<file path="src/rtl/tick_bcd_counter.sv">
// Synchronizes the divider's div_clock, turns each rising edge into a one-cycle tick,
// and advances a packed BCD up-counter under a run/pause/clear FSM.
module tick_bcd_counter #(
  parameter int DIGITS      = 4,
  parameter int SYNC_STAGES = 2
) (
  input  logic                  clock,
  input  logic                  reset,
  input  logic                  div_clock,
  input  logic                  run,
  input  logic                  clear,
  output logic [4*DIGITS-1:0]   bcd,
  output logic                  tick,
  output logic                  rollover,
  output logic [1:0]            state
);

  typedef enum logic [1:0] {
    IDLE    = 2'b00,
    RUNNING = 2'b01,
    PAUSED  = 2'b10
  } state_t;

  state_t                 state_q;
  state_t                 state_d;
  logic [SYNC_STAGES-1:0] sync_p0;
  logic                   hist_p1;
  logic                   rise;

  // Returns {carry_out, incremented value}; carry_out is set only on the all-9s wrap.
  function automatic logic [4*DIGITS:0] bcd_inc(input logic [4*DIGITS-1:0] v);
    logic [4*DIGITS-1:0] r;
    logic                c;
    r = v;
    c = 1'b1;
    for (int i = 0; i < DIGITS; i++) begin
      if (c) begin
        if (v[4*i +: 4] == 4'd9) begin
          r[4*i +: 4] = 4'd0;
        end else begin
          r[4*i +: 4] = v[4*i +: 4] + 4'd1;
          c           = 1'b0;
        end
      end
    end
    return {c, r};
  endfunction

  // Stage 0: div_clock synchronizer chain, then edge history
  always_ff @(posedge clock or posedge reset) begin
    if (reset) begin
      sync_p0 <= '0;
      hist_p1 <= 1'b0;
    end else begin
      sync_p0 <= {sync_p0[SYNC_STAGES-2:0], div_clock};
      hist_p1 <= sync_p0[SYNC_STAGES-1];
    end
  end

  assign rise = sync_p0[SYNC_STAGES-1] & ~hist_p1;

  always_comb begin
    state_d = state_q;
    case (state_q)
      IDLE:    if (clear) state_d = IDLE;    else if (run)  state_d = RUNNING;
      RUNNING: if (clear) state_d = IDLE;    else if (!run) state_d = PAUSED;
      PAUSED:  if (clear) state_d = IDLE;    else if (run)  state_d = RUNNING;
      default: state_d = IDLE;
    endcase
  end

  always_ff @(posedge clock or posedge reset) begin
    if (reset) begin
      state_q <= IDLE;
    end else begin
      state_q <= state_d;
    end
  end

  // Stage 1: tick, count and wrap flag all update on the edge that consumes rise
  always_ff @(posedge clock or posedge reset) begin
    if (reset) begin
      tick     <= 1'b0;
      rollover <= 1'b0;
      bcd      <= '0;
    end else begin
      tick     <= rise;
      rollover <= 1'b0;
      if (clear) begin
        bcd <= '0;
      end else if (state_q == RUNNING && rise) begin
        {rollover, bcd} <= bcd_inc(bcd);
      end
    end
  end

  assign state = state_q;

endmodule
</file>
<file path="config.mk">
export PLATFORM = sky130hd
export DESIGN_NAME = tick_bcd_counter
export DESIGN_NICKNAME = d
export VERILOG_FILES = /design/src/rtl/tick_bcd_counter.sv
export SDC_FILE = /design/constraint.sdc
export NUM_CORES = 1
export LEC_CHECK = 0
export ABC_AREA = 1
export BUFFER_PORTS_ARGS = -buffer_cell sky130_fd_sc_hd__clkbuf_2
export CAP_MARGIN = 25
export CORE_ASPECT_RATIO = 0.7
export CORE_MARGIN = 4
export CORE_UTILIZATION = 30
export DETAILED_ROUTE_END_ITERATION = 6
export MAX_ROUTING_LAYER = met4
export PLACE_DENSITY = 0.46
export SETUP_SLACK_MARGIN = 0.3
export SLEW_MARGIN = 10
export SYNTH_ARGS = -nofsm -noshare
export SYNTH_HDL_FRONTEND = slang
export SYNTH_SLANG_ARGS = --single-unit
export TNS_END_PERCENT = 30
</file>
<file path="constraint.sdc">
create_clock -name clock -period 2 [get_ports clock]
set_input_delay 0.1 -clock clock [delete_from_list [all_inputs] [get_ports clock]]
set_output_delay 0.1 -clock clock [all_outputs]
set_load 0.1 [all_outputs]
</file>
==> results of run 1 <==
-- sequential cells by signal, indices dropped and copies added, names as in the netlist --
| signal | count |
|---|---|
| hist_p1 | 1 |
| sync_p0 | 2 |
| bcd | 16 |
| state | 2 |
| tick | 1 |
| rollover | 1 |
-- routing by layer --
layer / routed length (um) / global-route usage [%] / vias to the layer above
li1: - / - / 548
met1: 1380 / 15.1 / 474
met2: 1120 / 15.1 / 17
met3: 133 / 3.82 / 2
met4: 20 / 2.33 / 0
met5: 0 / - / -
-- worst max-delay path, delay by kind of cell (launching register included) --
| kind | cells | cell delay (ns) |
|---|---|---|
| flip-flops | 1 | 0.43 |
| adder cells (fa/ha/maj) | 1 | 0.14 |
| buffers and inverters | 1 | 0.09 |
| AO/OA/AOI/OAI | 1 | 0.33 |
| AND/OR/NAND/NOR | 4 | 0.36 |
-- layout make-up --
| class | instances | area share (%) |
|---|---|---|
| Multi-Input combinational cell | 110 | 40.6 |
| Tap cell | 52 | 4.17 |
| Timing Repair Buffer | 28 | 10.1 |
| Inverter | 18 | 4.41 |
| Clock buffer | 4 | 2.89 |
| Sequential cell | 23 | 37.9 |
-- repair_timing --
item	in CTS	in global routing
setup buffers	0	0
hold buffers	3	0
hold endpoints to repair	25	0
setup endpoints to repair	0	0
-- path summary, 6_finish.rpt --
| path | from | end | slack, ns | cells past startpoint |
|---|---|---|---|---|
| min in group asynchronous | reset | state[1]$_DFFE_PP0P_ | 0.39 | 4 |
| max reg2reg | bcd[9]$_DFFE_PP0P_ | bcd[15]$_DFFE_PP0P_ | 0.54 | 7 |
| max | bcd[9]$_DFFE_PP0P_ | bcd[15]$_DFFE_PP0P_ | 0.54 | 7 |
| min reg2reg | sync_p0[0]$_DFF_PP0_ | sync_p0[1]$_DFF_PP0_ | 0.36 | 0 |
| min | clear | state[1]$_DFFE_PP0P_ | 0.07 | 2 |
| max in group asynchronous | reset | bcd[8]$_DFFE_PP0P_ | 1.36 | 4 |
-- metrics by stage --
stage	hold slack, ns	area, um^2	cells	utilization [%]
2_1_floorplan	0.101	1300	152	-
3_3_place_gp	0.142	1490	228	37.0
3_5_place_dp	0.148	1490	228	37.0
4_1_cts	0.0768	1560	235	38.8
5_1_grt	0.0755	1560	235	38.8
6_report	0.0725	1560	235	38.8
-- cell families (layout without fill, tap and decap cells) --
family | after synthesis | count (layout)
fa+ha+maj | 8 | 8
simple gates | 87 | 87
xor+xnor | 5 | 5
compound gates | 10 | 10
flops | 23 | 23
buf+inv | 19 | 50
-- Yosys cell counts --
master	count	area, um^2
nand4_1	5	31.3
dfrtp_1	23	576
xor2_1	3	26.3
nand2_2	4	25.0
clkinv_2	1	5.00
xnor2_1	2	17.5
o21bai_1	1	7.51
nand2_1	42	158
nand2_4	3	33.8
o21ai_1	4	20.0
nor2_4	4	45.0
nor2_1	12	45.0
inv_1	14	52.6
buf_4	1	7.51
o21ai_0	2	10.0
o22ai_1	1	6.26
a21oi_1	1	5.00
nand3_1	13	65.1
nor3_1	2	10.0
a211oi_1	1	7.51
nand3_2	2	20.0
ha_1	8	100
inv_2	3	11.3
-- power by group --
| group | total [mW] | leakage, nW | internal (mW) | switching [mW] |
|---|---|---|---|---|
| logic | 0.603 | 0.474 | 0.111 | 0.492 |
| clock network | 0.295 | 0.0228 | 0.142 | 0.152 |
| registers | 0.600 | 0.286 | 0.521 | 0.0784 |
| total | 1.50 | 0.783 | 0.775 | 0.723 |
==> run metrics, run 1 <==
status complete, no violations; grt total ovfl 0; Fillers 396; initial antenna violation count 0; Hold Fails Final Rpt 0; area grow syn2layout 21.4%; pwr dens 960 nW/um^2; Synth cell types 23; post-synthesis compound-gate area fraction 4.38%; Leak Pwr 0.783 nW; worst-path cell chain inv_1 -> ha_1 -> nand2_1 -> o21ai_1 -> nand3_2 -> nand2_1 -> nand2_1; Critical Path AT 1.61 ns; Net Count, Synth 165; most frequent cells in the layout nand2_1, clkbuf_2, inv_1; Clock Path Buffers 2; Starting Density 32.0%; Synth Area in XOR/XNOR 3.41%; Vias 1041; Tmin final 1.46 ns; count of state elements after synthesis 23; RSZ-0062 raised after global routing no; Rows 19; Final Cycle Share 73.0%; mux contribution to synthesized area 0%; startpoint types flip-flop; setup ws final 0.541 ns; critical path fanouts, max 5; clk_lat worst skew 0.27 ns; GP Congestion 0.775; sequential-to-total area share from yosys stat 44.8%; crit path kind flip-flop to flip-flop; measured slew at the worst slew-check pin 0.544 ns; final wirelength 2.66 mm; crit path max-delay cell type dfrtp_2; Die ar. 5410 um^2; Num CTS Buffers 3; CTS tree built; Hold Crit Class input pin to flip-flop; Yosys warnings 0; total negative setup slack 0 ns; DP HPWL 1.99 mm; # clock sinks 23; DR pass1 iterations 4; first-pass GRT wire length 4.55 mm; H-tree lvl count 1; Die X 86.2 um; CORE AREA 4020 um^2; Simple-Gate Fraction of Synth Area 33.7%; clk root buf clkbuf_8; total chip power 1.50 mW; cell mode on critical path nand2_1; cells after synthesis 152; CP Capture Type flip-flop; Syn Area/Cell 8.45 um^2; drt initial violations 51; Routed wire per std cell 11.3 um; pre-CTS WS 0.566 ns; cell area after synthesis 1280 um^2; layout cells sized above 1 31.1%; Worst slew margin 63.9%; Post-Synth Adder-Cell Area 7.79%; final antenna-violating net count 0; fin. max-slew vios 0; Max Cap Viol 0; die span in y 62.8 um; Reg clk slew, reported paths 0.09 ns; VDD IR max 0.000411 V; nets@finish 197; # diodes 0; GRT Total Usage 10.8%; input/output buffers 24; fmax 685 MHz; multi-input logic area 633 um^2; commonest non-fill, non-tap cell in the layout nand2_1; Reg area 591 um^2; Top Ports 25; largest net degree at the start of global routing 24; via/cell ratio 4.43; vias in the first global route 940; Post-route DRC 0; Req. time, crit path 2.16 ns; Clock Skew 0.00857 ns; CTS resizes 0; main combinational cell family by area after synthesis simple AND/OR/NAND/NOR gates; Largest stage delay, worst path 0.43 ns; Setup Viol. Count Final 0
Note: power is estimated with default switching activity, not from simulation.
==> run 2, diff against run 1 <==
==> constraint.sdc (replaced) <==
create_clock -name clock -period 1.39 [get_ports clock]
set_input_delay 0.0695 -clock clock [delete_from_list [all_inputs] [get_ports clock]]
set_output_delay 0.0695 -clock clock [all_outputs]
set_load 0.1 [all_outputs]
==> run metrics, run 2 (synthesis gave the netlist of run 1 again) <==
status complete, no violations (unchanged); Req. time, crit path 1.55 ns (was 2.16 ns); met3 routed WL 158 um (was 133 um); via/cell ratio 4.50 (was 4.43); Hold Fails Final Rpt 0 (unchanged); measured slew at the worst slew-check pin 0.538 ns (was 0.544 ns); CP startpoint bcd[1]$_DFFE_PP0P_ (was bcd[9]$_DFFE_PP0P_); H-tree lvl count 1 (unchanged); total negative setup slack 0 ns (unchanged); crit path kind flip-flop to flip-flop (unchanged); Setup crit end bcd[6]$_DFFE_PP0P_ (was bcd[15]$_DFFE_PP0P_); Max Cap Viol 0 (unchanged); clk root buf clkbuf_8 (unchanged); Starting Density 32.0% (unchanged); Fillers 408 (was 396); max FFs per register 16 (unchanged); Critical Path AT 1.51 ns (was 1.61 ns); die span in y 62.8 um (unchanged); internal power 1.22 mW (was 775 uW); vias in the first global route 1017 (was 940); GP Congestion 0.809 (was 0.775); # diodes 0 (unchanged); RR Endpoint bcd[6]$_DFFE_PP0P_ (was bcd[15]$_DFFE_PP0P_); DR pass1 iterations 4 (unchanged); Vias 1099 (was 1041); initial antenna violation count 0 (unchanged); most frequent cells in the layout nand2_1, nand3_1, dfrtp_2 (was nand2_1, clkbuf_2, inv_1); CORE AREA 4020 um^2 (unchanged); layout cells sized above 1 44.8% (was 31.1%); Rows 19 (unchanged); largest net degree at the start of global routing 24 (unchanged); Clock Path Buffers 2 (unchanged); Setup Viol. Count Final 0 (unchanged); Clk pwr share 18.4% (was 19.7%); Post-route DRC 0 (unchanged); Logic pwr share 43.5% (was 40.3%); commonest non-fill, non-tap cell in the layout nand2_1 (unchanged); Die ar. 5410 um^2 (unchanged); sw frac 46.8% (was 48.2%); Routed wire per std cell 12.3 um (was 11.3 um); placed cell area 1600 um^2 (was 1490 um^2); Worst slew margin 64.3% (was 63.9%); input/output buffers 24 (unchanged); final wirelength 3.00 mm (was 2.66 mm); fin. max-slew vios 0 (unchanged); Hold Crit Class input pin to flip-flop (unchanged); Switch Pwr 1.07 mW (was 723 uW); Top Layer Used met4 (unchanged); worst r2r src bcd[1]$_DFFE_PP0P_ (was bcd[9]$_DFFE_PP0P_); sequential share of power 38.1% (was 40.0%); Worst Hold Slack 0.0530 ns (was 0.0725 ns); first-pass GRT wire length 4.96 mm (was 4.55 mm); Detail Route met2 WL 1.29 mm (was 1.12 mm); DP HPWL 2.20 mm (was 1.99 mm); Die X 86.2 um (unchanged); Clock Skew 0.00317 ns (was 0.00857 ns); Top Ports 25 (unchanged); drt initial violations 43 (was 51); fmax 739 MHz (was 685 MHz); area grow syn2layout 43.8% (was 21.4%); nets@finish 206 (was 197); startpoint types flip-flop (unchanged); RSZ-0062 raised after global routing yes (was no); clk_lat worst skew 0.26 ns (was 0.27 ns); WL met1 1.54 mm (was 1.38 mm); final antenna-violating net count 0 (unchanged); grt total ovfl 0 (unchanged); multi-input logic area 709 um^2 (was 633 um^2); Reg clk slew, reported paths 0.08 ns (was 0.09 ns); pwr dens 1240 nW/um^2 (was 960 nW/um^2); Tmin final 1.35 ns (was 1.46 ns); GRT Total Usage 11.7% (was 10.8%); Num CTS Buffers 3 (unchanged); critical path fanouts, max 4 (was 5); CTS tree built (unchanged); VDD IR max 0.00109 V (was 0.000411 V); flop2flop setup slack 0.04 ns (was 0.54 ns); Biggest register bcd (unchanged); Final Cycle Share 97.3% (was 73.0%); worst reg-to-reg path cell count 9 (was 7); # clock sinks 23 (unchanged); CP Capture Type flip-flop (unchanged); Leak Pwr 0.874 nW (was 0.783 nW); Reg area 613 um^2 (was 591 um^2); fin area 1850 um^2 (was 1560 um^2)
-- run 2: changes by cell type in the layout (fill, tap and decap cells not counted), sizes merged --
| cell | previous run | this run |
|---|---|---|
| clkbuf | 28 | 11 |
| buf | 1 | 27 |
-- run 2: how the worst min path moves through the flow --
stage	cells past startpoint	to	start	slack [ns]
floorplan	1	bcd[0]$_DFFE_PP0P_	reset	0.07
global placement	3	sync_p0[0]$_DFF_PP0_	reset	0.11
detailed placement	3	sync_p0[0]$_DFF_PP0_	reset	0.13
CTS	2	state[1]$_DFFE_PP0P_	clear	0.05
global route	2	state[1]$_DFFE_PP0P_	clear	0.06
finish	2	state[1]$_DFFE_PP0P_	clear	0.05
-- run 2: power groups by stage --
| stage | registers, mW | logic, mW | clock network, mW |
|---|---|---|---|
| after floorplan | 1.38 | 0.229 | 0 |
| after global routing | 0.885 | 1.05 | 0.478 |
| final | 0.870 | 0.995 | 0.421 |
| after CTS | 0.866 | 0.940 | 0.443 |
| after global placement | 0.870 | 0.918 | 0 |
| after detailed placement | 0.878 | 0.922 | 0 |
-- run 2: area by class of cell --
cell class | count | share of cell area (%)
multi-input combinational | 110 | 38.4
timing repair buffer | 37 | 18.4
tap | 52 | 3.52
sequential | 23 | 33.2
clock buffer | 4 | 2.44
inverter | 18 | 4.06
-- run 2: through the flow --
stage | setup slack, ns | util (%) | cells | total power [mW]
final | 0.0369 | 46.0 | 244 | 2.29
after global routing | -0.0653 | 46.0 | 244 | 2.42
after CTS | 0.0206 | 42.9 | 243 | 2.25
after detailed placement | -0.00228 | 39.9 | 235 | 1.80
after global placement | 0.0141 | 39.9 | 235 | 1.79
after floorplan | -0.146 | - | 152 | 1.61
-- run 2: what timing repair did --
item                       4_1_cts  5_1_grt
gates resized for setup          9       57
setup endpoints to repair       37       37
hold buffers                     3        0
setup buffers                    1        1
hold endpoints to repair        25        0
pin swaps                        6        4
-- run 2: worst max-delay path, cell delays in order, from the launching register on --
cell,delay (ns)
dfrtp_4,0.50
inv_4,0.07
ha_4,0.13
nand2_4,0.05
nor2_4,0.12
nand3_2,0.11
nand2_2,0.09
inv_2,0.06
nand2_1,0.05
o21ai_1,0.06
-- run 2: per-layer routing --
layer / up-vias / GRT usage [%]
li1: 567 / -
met1: 508 / 16.4
met2: 22 / 16.8
met3: 2 / 3.56
met4: 0 / 2.33
met5: - / -
==> run 3, diff against run 2 <==
--- a/config.mk
+++ b/config.mk
@@ -13,7 +13,7 @@
 export CORE_UTILIZATION = 30
 export DETAILED_ROUTE_END_ITERATION = 6
 export MAX_ROUTING_LAYER = met4
-export PLACE_DENSITY = 0.46
+export PLACE_DENSITY = 0.55
 export SETUP_SLACK_MARGIN = 0.3
 export SLEW_MARGIN = 10
 export SYNTH_ARGS = -nofsm -noshare
==> run metrics, run 3 (synthesis gave the netlist of run 1 again) <==
max FFs per register 16 (unchanged); Rows 19 (unchanged); Die X 86.2 um (unchanged); Post-Place Cells 233 (was 235); CP startpoint bcd[1]$_DFFE_PP0P_ (unchanged); CORE AREA 4020 um^2 (unchanged); Die ar. 5410 um^2 (unchanged); fmax 735 MHz (was 739 MHz); Clk pwr share 18.1% (was 18.4%); Leak Pwr 0.891 nW (was 0.874 nW); initial antenna violation count 0 (unchanged); Largest stage delay, worst path 0.50 ns (about the same); Max Cap Viol 0 (unchanged); Tmin final 1.36 ns (was 1.35 ns); pre-CTS WS -0.00848 ns (was -0.00228 ns); Post-route DRC 0 (unchanged); largest net degree at the start of global routing 24 (unchanged); Hold Crit Class input pin to flip-flop (unchanged); startpoint types flip-flop (unchanged); input/output buffers 24 (unchanged); layout cells sized above 1 46.6% (was 44.8%); CTS tree built (unchanged); # clock sinks 23 (unchanged); DP HPWL 2.13 mm (was 2.20 mm); crit path kind flip-flop to flip-flop (unchanged); Routed wire per std cell 11.6 um (was 12.3 um); Req. time, crit path 1.54 ns (was 1.55 ns); crit path max-delay cell type dfrtp_4 (unchanged); # diodes 0 (unchanged); Top Ports 25 (unchanged); Vias 1146 (was 1099); final antenna-violating net count 0 (unchanged); Non-Filler Instances 245 (was 244); first-pass GRT wire length 5.00 mm (was 4.96 mm); GP Congestion 0.774 (was 0.809); Worst slew margin 67.8% (was 64.3%); critical path fanouts, max 4 (unchanged); Starting Density 32.0% (unchanged); clk root buf clkbuf_8 (unchanged); hold_sp clear (unchanged); VDD IR max 0.00114 V (was 0.00109 V); Num CTS Buffers 3 (unchanged); via/cell ratio 4.68 (was 4.50); CP Capture Type flip-flop (unchanged); Clock Path Buffers 2 (unchanged); pwr dens 1220 nW/um^2 (was 1240 nW/um^2); total negative setup slack 0 ns (unchanged); sequential share of power 38.3% (was 38.1%); vias in the first global route 1053 (was 1017); status complete, no violations (unchanged); total chip power 2.28 mW (was 2.29 mW); drt initial violations 61 (was 43); Final Cycle Share 97.9% (was 97.3%); nets@finish 207 (was 206); H-tree lvl count 1 (unchanged); Clock Skew 0.00217 ns (was 0.00317 ns); Reg clk slew, reported paths 0.08 ns (about the same); final wirelength 2.84 mm (was 3.00 mm); Critical Path AT 1.51 ns (about the same); worst-path cell chain inv_4 -> ha_4 -> nand2_4 -> nor2_4 -> nand3_2 -> nand2_2 -> inv_2 -> nand2_1 -> o21ai_1 (unchanged); Fillers 398 (was 408); Hold Fails Final Rpt 0 (unchanged); GRT Total Usage 11.8% (was 11.7%); most frequent cells in the layout nand2_1, nand3_1, dfrtp_2, buf_4 (was nand2_1, nand3_1, dfrtp_2); Logic pwr share 43.6% (was 43.5%); grt total ovfl 0 (unchanged); RSZ-0062 raised after global routing yes (unchanged); setup ws final 0.0287 ns (was 0.0369 ns); fin. max-slew vios 0 (unchanged); sw frac 46.9% (was 46.8%); measured slew at the worst slew-check pin 0.487 ns (was 0.538 ns); Switch Pwr 1.07 mW (about the same); die span in y 62.8 um (unchanged); Biggest register bcd (unchanged); internal power 1.21 mW (was 1.22 mW); DR pass1 iterations 4 (unchanged); worst r2r src bcd[1]$_DFFE_PP0P_ (unchanged); commonest non-fill, non-tap cell in the layout nand2_1 (unchanged); area grow syn2layout 45.6% (was 43.8%); Setup Viol. Count Final 0 (unchanged); clk_lat worst skew 0.26 ns (about the same); post-layout util 46.6% (was 46.0%); Buf/Inv on CP 2 (unchanged); crit-path leading delay family flip-flops (unchanged)
[run 3: timing repair]
| action | in CTS | in global routing |
|---|---|---|
| endpoints found under the setup margin | 37 | 37 |
| endpoints found under the hold margin | 25 | 0 |
| resized for setup | 9 | 64 |
| setup buffers | 4 | 1 |
| hold buffers | 3 | 0 |
| cloned | 0 | 0 |
| pin swaps | 5 | 9 |
[run 3: metal layers]
metal	routed length, um	global-route usage (%)
met4	34	3.70
met1	1380	15.4
met3	157	3.95
met5	0	-
met2	1270	17.2
[run 3: cell type report]
cell class              count  area, um^2  share of cell area, %
repair buffers             38         335                   17.9
clock buffers               4        45.0                   2.41
inverters                  18        77.6                   4.15
multi-input cells         110         734                   39.3
well taps                  52        65.1                   3.48
flip-flops and latches     23         613                   32.8
[run 3: worst paths after layout]
kind	depth (start not counted)	slack [ns]	to
worst max-delay path	9	0.03	bcd[6]$_DFFE_PP0P_
worst min-delay path	2	0.05	state[1]$_DFFE_PP0P_
worst max register to register	9	0.03	bcd[6]$_DFFE_PP0P_
worst min register to register	0	0.35	sync_p0[1]$_DFF_PP0_
max in group asynchronous	4	0.76	bcd[8]$_DFFE_PP0P_
min in group asynchronous	4	0.37	sync_p0[0]$_DFF_PP0_
[run 3: power groups by stage]
stage	logic (mW)	clock network (mW)	registers, mW
after CTS	0.936	0.428	0.866
after global placement	0.911	0	0.875
after global routing	1.07	0.458	0.886
final	0.992	0.412	0.871
after detailed placement	0.918	0	0.879
after floorplan	0.229	0	1.38
[run 3: stage by stage]
| stage | area, um^2 | hold slack [ns] |
|---|---|---|
| 2_1_floorplan | 1360 | 0.0707 |
| 3_3_place_gp | 1580 | 0.107 |
| 3_5_place_dp | 1580 | 0.116 |
| 4_1_cts | 1720 | 0.0553 |
| 5_1_grt | 1870 | 0.0646 |
| 6_report | 1870 | 0.0542 |
